--- src/rtl/majority_voter.sv ---
// Debounced majority voter: each voter's switch is synchronised and debounced, then
// latched once per session. The session ends after a fixed window or once every voter has said yes.
module majority_voter #(
   parameter int unsigned N_VOTERS        = 5,
   parameter int unsigned THRESHOLD       = 3,
   parameter int unsigned DEBOUNCE_CYCLES = 4,
   parameter int unsigned VOTE_WINDOW     = 1000
) (
   input  logic                              clk,
   input  logic                              rst_n,
   input  logic                              start,
   input  logic [N_VOTERS-1:0]               sw,
   output logic                              busy,
   output logic                              done,
   output logic                              pass,
   output logic [$clog2(N_VOTERS+1)-1:0]     tally,
   output logic [N_VOTERS-1:0]               voted
);

   localparam int unsigned TW  = $clog2(N_VOTERS + 1);
   localparam int unsigned WW  = $clog2(VOTE_WINDOW);
   localparam int unsigned DBW = $clog2(DEBOUNCE_CYCLES + 1);

   typedef enum logic [1:0] {IDLE, COLLECT, COUNT, DONE} state_t;

   state_t               state, state_n;
   logic [N_VOTERS-1:0]  sync1, sync2, filt;
   logic [DBW-1:0]       dcnt [N_VOTERS];
   logic [WW-1:0]        wcnt, wcnt_n;
   logic [N_VOTERS-1:0]  voted_n;
   logic [TW-1:0]        tally_n, pc_c;
   logic                 pass_n, busy_n, done_n;

   function automatic logic [TW-1:0] popcount(input logic [N_VOTERS-1:0] v);
      logic [TW-1:0] c;
      c = '0;
      for (int i = 0; i < int'(N_VOTERS); i++) c = c + TW'(v[i]);
      return c;
   endfunction

   assign pc_c = popcount(voted);

   // Two-flop synchroniser followed by a per-bit stability filter
   always_ff @(posedge clk) begin
      if (!rst_n) begin
         sync1 <= '0;
         sync2 <= '0;
         filt  <= '0;
         for (int i = 0; i < int'(N_VOTERS); i++) dcnt[i] <= '0;
      end else begin
         sync1 <= sw;
         sync2 <= sync1;
         for (int i = 0; i < int'(N_VOTERS); i++) begin
            if (sync2[i] == filt[i]) begin
               dcnt[i] <= '0;
            end else if (dcnt[i] == DBW'(DEBOUNCE_CYCLES - 1)) begin
               filt[i] <= sync2[i];
               dcnt[i] <= '0;
            end else begin
               dcnt[i] <= dcnt[i] + DBW'(1);
            end
         end
      end
   end

   always_ff @(posedge clk) begin
      if (!rst_n) state <= IDLE;
      else        state <= state_n;
   end

   // Early exit looks at the registered voted vector, so it fires the cycle after all-ones
   always_comb begin
      state_n = state;
      case (state)
         IDLE:    if (start) state_n = COLLECT;
         COLLECT: if ((wcnt == WW'(VOTE_WINDOW - 1)) || (&voted)) state_n = COUNT;
         COUNT:   state_n = DONE;
         DONE:    state_n = IDLE;
         default: state_n = IDLE;
      endcase
   end

   always_comb begin
      voted_n = voted;
      wcnt_n  = wcnt;
      tally_n = tally;
      pass_n  = pass;
      case (state)
         IDLE: begin
            if (start) begin
               voted_n = '0;
               wcnt_n  = '0;
               tally_n = '0;
               pass_n  = 1'b0;
            end
         end
         COLLECT: begin
            voted_n = voted | filt;
            wcnt_n  = wcnt + WW'(1);
         end
         COUNT: begin
            tally_n = pc_c;
            pass_n  = (pc_c >= TW'(THRESHOLD));
         end
         default: ;
      endcase
      busy_n = (state_n != IDLE);
      done_n = (state_n == DONE);
   end

   always_ff @(posedge clk) begin
      if (!rst_n) begin
         voted <= '0;
         wcnt  <= '0;
         tally <= '0;
         pass  <= 1'b0;
         busy  <= 1'b0;
         done  <= 1'b0;
      end else begin
         voted <= voted_n;
         wcnt  <= wcnt_n;
         tally <= tally_n;
         pass  <= pass_n;
         busy  <= busy_n;
         done  <= done_n;
      end
   end

endmodule

--- config.mk ---
export PLATFORM = sky130hd
export DESIGN_NAME = majority_voter
export DESIGN_NICKNAME = d
export VERILOG_FILES = /design/src/rtl/majority_voter.sv
export SDC_FILE = /design/constraint.sdc
export NUM_CORES = 1
export LEC_CHECK = 0
export BUFFER_PORTS_ARGS = -buffer_cell sky130_fd_sc_hd__buf_2
export CAP_MARGIN = 10
export CELL_PAD_IN_SITES_DETAIL_PLACEMENT = 0
export CELL_PAD_IN_SITES_GLOBAL_PLACEMENT = 1
export CORE_AREA = 3 3 76 78
export DETAILED_ROUTE_END_ITERATION = 10
export DIE_AREA = 0 0 79 81
export PLACE_DENSITY = 0.75
export RECOVER_POWER = 25
export SYNTH_ARGS = -nofsm -noshare
export SYNTH_HDL_FRONTEND = slang
export SYNTH_SLANG_ARGS = --single-unit
--- constraint.sdc ---
create_clock -name clk -period 2.2 [get_ports clk]
set_input_delay 0.22 -clock clk [delete_from_list [all_inputs] [get_ports clk]]
set_output_delay 0.22 -clock clk [all_outputs]
set_load 0.005 [all_outputs]
; Yosys cells after proc, flatten, opt, wreduce, memory -nomap -nowiden
; Memory sizes are Yosys's and may differ from the RTL's.
; Index checks and enable logic that the tools add are counted.
[classes]
add_sub_neg = 10
n_lt_le_gt_ge = 1
n_eq_ne = 16
n_mux = 82
bitwise = 21
n_reduce_logical = 13
[op_table]
columns = cell, count
row1 = $mux W1, 57
row2 = $mux W3, 16
row3 = $pmux W10 S2, 1
row4 = $add A3 B1 Y3 const B, 5
row5 = $eq A3 B2 Y1 const B, 5
row6 = $or A1 B1 Y1, 15
row7 = $reduce_and A2 Y1, 7
row8 = $add A10 B1 Y10 const B, 1
row9 = $eq A10 B10 Y1 const B, 1
row10 = $mux W10, 1
row11 = $pmux W5 S2, 1
row12 = $pmux W2 S4, 1
row13 = $add A3 B1 Y3, 2
row14 = $eq A2 B2 Y1 const B, 3
row15 = $pmux W3 S2, 1
row16 = $reduce_bool A2 Y1, 3
row17 = $eq A1 B1 Y1, 5
row18 = $mux W5, 1
row19 = $not A1 Y1, 5
row20 = $or A5 B5 Y5, 1
row21 = $reduce_and A5 Y1, 1
row22 = $mux W2, 2
row23 = $add A2 B1 Y3, 1
row24 = $ge A3 B2 Y1 const B, 1
row25 = 6 further kinds, 6
[word_totals]
regBits = 38
ram_bits = 15
in_bits = 8
n_memories = 1
[memory_table]
columns = memory, depth, width, rd, rd_clocked_by_memory_dff, write_ports, line_no
row1 = dcnt, 5, 3, 5, 0, 5, 28  ; logic [DBW-1:0] dcnt [N_VOTERS];

; Logic depth before layout (Yosys ltp)
[depth]
ltp_word = 7
ltp_mapped = 8

; Worst setup path before layout
; Ideal clock, no wire load.
[synth_timing]
path_kind = register to register
start = reg voted[0]
end = reg pass
setup_ps = 126
t_arrival_ps = 1891
t_required_ps = 2074
path_slack_ps = 184
path_stages_with_launch = 9
synth_period_minus_slack_ps = 2016
cell_sequence = dfxtp_1 inv_1 fa_1 fa_1 inv_1 ha_1 nor3b_1 o21ai_0 a21boi_0
[synth_via]
elab_chain_len = 6
[synth_lines]
columns = element, line_no
row1 = "start, declared", 17  ; output logic [N_VOTERS-1:0] voted
row2 = "start signal, assigned", 120  ; voted <= voted_n;
row3 = $add A1 B1 Y2, 37  ; for (int i = 0; i < int'(N_VOTERS); i++) c = c + TW'(v[i]);
row4 = $add A2 B1 Y3, 37
row5 = $add A3 B1 Y3 (2 in a row), 37
row6 = $ge A3 B2 Y1, 103  ; pass_n = (pc_c >= TW'(THRESHOLD));
row7 = $pmux W1 S2, 88  ; case (state)
row8 = "end signal, assigned", 123  ; pass <= pass_n;
row9 = "end, declared", 15  ; output logic pass,
; Every way passes these cells.
; A chain may end at the register's enable or synchronous reset.

; Final worst setup path
[layout_timing]
start = reg voted[1]
end = reg pass
; The elaborated chain is that of the path after synthesis.

==> results.py <==
metrics = {
    "status": {
        "status": "complete, no violations",
    },
    "final_layout": {
        "fin_area_um2": 2640,
        "layout-drive-gt1-share": 0.129,
        "nets": 278,
        "insertedDiodeCount": 0,
        "num-fill-cells": 504,
        "syn_to_final_growth_pct": 13.8,
    },
    "timing": {
        "finalClockSkew_ns": 0.00482,
        "finalSetupViolations": 0,
        "grt_setup_unrepaired": "no",
        "whs_ns": 0.117,
        "drv_slew": 0,
        "hold_viol": 0,
        "maxSlewHeadroom": 0.278,
        "fin_crit_ns": 2.04,
        "finalCritPeriodShare": 0.926,
        "tightest_slew_ns": 1.08,
        "clock.fmax_mhz": 491,
        "tns_ns": 0,
    },
    "synth": {
        "synthAdderAreaFrac": 0.0927,
        "yosysWarnings": 0,
        "yosysUniqueCellTypes": 41,
        "syn_inst": 219,
        "synth_area_um2": 2320,
        "synth_largest_area_cell": "dfxtp_1",
        "synth_top_family_by_area": "simple AND/OR/NAND/NOR gates",
        "synth_edf_count": 15,
        "synth_mux_area_frac": 0.0345,
        "synthSimpleGateAreaFrac": 0.199,
        "synthArstFlopShare": 0,
        "yosysSeqAreaShare": 0.522,
        "synth-compound-area-share": 0.0878,
        "ys_top_cells_by_area": "dfxtp_1, edfxtp_1, ha_1",
        "synthFlopType": "dfxtp_1",
        "synth-seq-cells": 53,
        "synthDominantCellAreaShare": 0.328,
        "syn_area_per_cell_um2": 10.6,
        "synth-xor-area-share": 0.0189,
    },
    "place": {
        "dpl_cell_area_um2": 2540,
        "port_buffers": 18,
        "gp_congestion": 0.739,
        "dp_hpwl_um": 2750,
    },
    "clock_network": {
        "cts_tree": "yes",
        "cts.sinks": 53,
        "htree_levels": 2,
        "clk_pin_slew_worst_paths_ns": 0.09,
        "clock-root-buffer": "clkbuf_8",
        "cts_buffers": 5,
        "clockBufferDepth": 2,
        "clock_latency_ns": 0.30,
        "ctsHoldBuffers": 0,
    },
    "grt": {
        "grt_max_degree": 30,
        "grt.busiest_layer": "met2",
        "grt_pass1_wl_um": 6840,
        "grt_pass1_vias": 1530,
        "grt_use_met2": 0.206,
        "use_met1": 0.184,
        "grt-ovfl-total": 0,
        "use_met3": 0.0455,
        "grt.total_usage": 0.137,
        "antenna_found_initial": 0,
    },
    "pwr": {
        "p_sw_w": 0.000375,
        "seq_power_share": 0.587,
        "p_sw_frac": 0.211,
        "intPower_w": 0.00140,
        "vdd_drop_max_uv": 354,
        "p_comb_frac": 0.052,
        "clkPwrFrac": 0.360,
        "powerDensity_nw_per_um2": 672,
        "p_leak_nw": 1.09,
    },
    "setup_path": {
        "rr_endpoint": "pass",
        "critical_path.endpoint": "pass",
        "crit_path_max_fanout": 4,
        "end_kind": "flop",
        "startpoint_type": "flop",
        "reg2reg_depth": 8,
        "r2r-start": "voted[1]",
        "cp.arrival_ns": 2.23,
        "critPathRequiredTime_ns": 2.39,
        "crit_type": "flop to flop",
        "startpoint": "voted[1]",
        "r2r_setup_slack_ns": 0.16,
    },
    "die": {
        "die_w_um": 79,
        "die_area_um2": 6400,
        "num_io_pins": 19,
        "core_area_um2": 5140,
        "rows": 26,
        "start_util": 0.452,
        "die_h_um": 81,
    },
    "route": {
        "vias": 1516,
        "wirelength_um": 3770,
        "drtAntennaViolNets": 0,
        "drcViolationCount": 0,
        "via_per_inst": 4.66,
        "wl_per_cell_um": 11.6,
        "dr.pass1.iters": 4,
        "first_iter_violations": 52,
    },
    "min_path": {
        "hold_class": "input pin to flop",
    },
    "job": {
        "maxCapViolCount": 0,
    },
}
-- per-layer routing --
metal	vias up	share of wire
li1	809	-
met1	683	0.53
met2	20	0.41
met3	4	0.042
met4	0	0.012
met5	-	0
-- cell usage after synthesis (5+ instances only) --
| cell type | number |
|---|---|
| ha_1 | 14 |
| nor2_1 | 21 |
| dfxtp_1 | 38 |
| nor2b_1 | 10 |
| and2_1 | 12 |
| edfxtp_1 | 15 |
| a21oi_1 | 8 |
| inv_1 | 19 |
| nand3_1 | 7 |
| xor2_1 | 5 |
| nand3b_1 | 7 |
| nand2_1 | 7 |
| mux2i_1 | 8 |
-- logic make-up after synthesis --
| logic type | after synthesis |
|---|---|
| other | 1 |
| adder cells (fa/ha/maj) | 16 |
| multiplexers | 8 |
| XOR/XNOR | 5 |
| buffers and inverters | 25 |
| AO/OA/AOI/OAI | 29 |
| flip-flops | 53 |
| AND/OR/NAND/NOR | 82 |
-- power by group through the flow --
stage / Combinational (W) / Clock (W) / Sequential, W
4_1_cts: 0.0000938 / 0.000669 / 0.00104
5_1_grt: 0.000110 / 0.000703 / 0.00105
3_5_place_dp: 0.0000936 / 0 / 0.00107
6_report: 0.0000929 / 0.000640 / 0.00104
3_3_place_gp: 0.0000929 / 0 / 0.00107
2_1_floorplan: 0.0000725 / 0 / 0.00106
-- layout by cell type (no fill, tap or decap), drive strengths merged, types with 3 or more instances in the layout --
| cell | synthesis | routed |
|---|---|---|
| nand3 | 7 | 7 |
| nor4 | 3 | 3 |
| nor2 | 21 | 21 |
| xor2 | 5 | 5 |
| inv | 19 | 19 |
| conb | 1 | 15 |
| clkbuf | 4 | 9 |
| nand3b | 7 | 7 |
| nor2b | 10 | 10 |
| nand2 | 8 | 8 |
| a21boi | 4 | 4 |
| edfxtp | 15 | 15 |
| a22oi | 3 | 3 |
| buf | 2 | 16 |
| and2 | 12 | 12 |
| dfxtp | 38 | 38 |
| o21ai | 4 | 4 |
| ha | 14 | 14 |
| a21oi | 9 | 9 |
| nand4 | 3 | 3 |
| mux2i | 8 | 8 |
-- area by class of cell --
type	instances	area, µm²	share of cell area
repair buffers	20	100	0.0379
multi-input cells	155	1060	0.401
inverters	19	71.3	0.0270
clock buffers	5	68.8	0.0260
well taps	70	87.6	0.0331
flip-flops and latches	53	1210	0.459
clock inverters	3	41.3	0.0156
-- how the worst min path moves through the flow --
stage / start / end / slack [ns] / cells after the start
floorplan: sw[0] / sync1[0] / 0.35 / 1
global placement: sync1[2] / sync2[2] / 0.41 / 1
detailed placement: sync1[0] / sync2[0] / 0.42 / 1
CTS: sw[1] / sync1[1] / 0.10 / 2
global route: sw[2] / sync1[2] / 0.12 / 2
finish: sw[1] / sync1[1] / 0.12 / 2
-- critical path, cell delays in order (launching register included) --
cell	delay, ns
dfxtp_2	0.36
inv_1	0.06
fa_1	0.46
fa_1	0.37
inv_1	0.08
ha_1	0.24
nor3b_1	0.14
o21ai_0	0.13
a21boi_0	0.09
-- flip-flops by register name, indices dropped and copies added (netlist names), 2 cells and up --
signal,cells
state,2
filt,5
dcnt,15
sync2,5
tally,3
voted,5
sync1,5
wcnt,10
-- metrics by stage --
| step | worst slack, ns | total power [W] | instances | util |
|---|---|---|---|---|
| CTS | 0.109 | 0.00181 | 325 | 0.515 |
| finish | 0.164 | 0.00178 | 325 | 0.514 |
| floorplan | 0.184 | 0.00114 | 233 | - |
| global placement | 0.162 | 0.00116 | 317 | 0.493 |
| global route | 0.00353 | 0.00186 | 325 | 0.514 |
| detailed placement | 0.122 | 0.00116 | 317 | 0.493 |
-- what timing repair did --
item,4_1_cts,5_1_grt
setup buffers,0,0
endpoints found under the setup margin,0,1
gates resized for setup,0,2
Note: power is estimated with default switching activity, not from simulation.
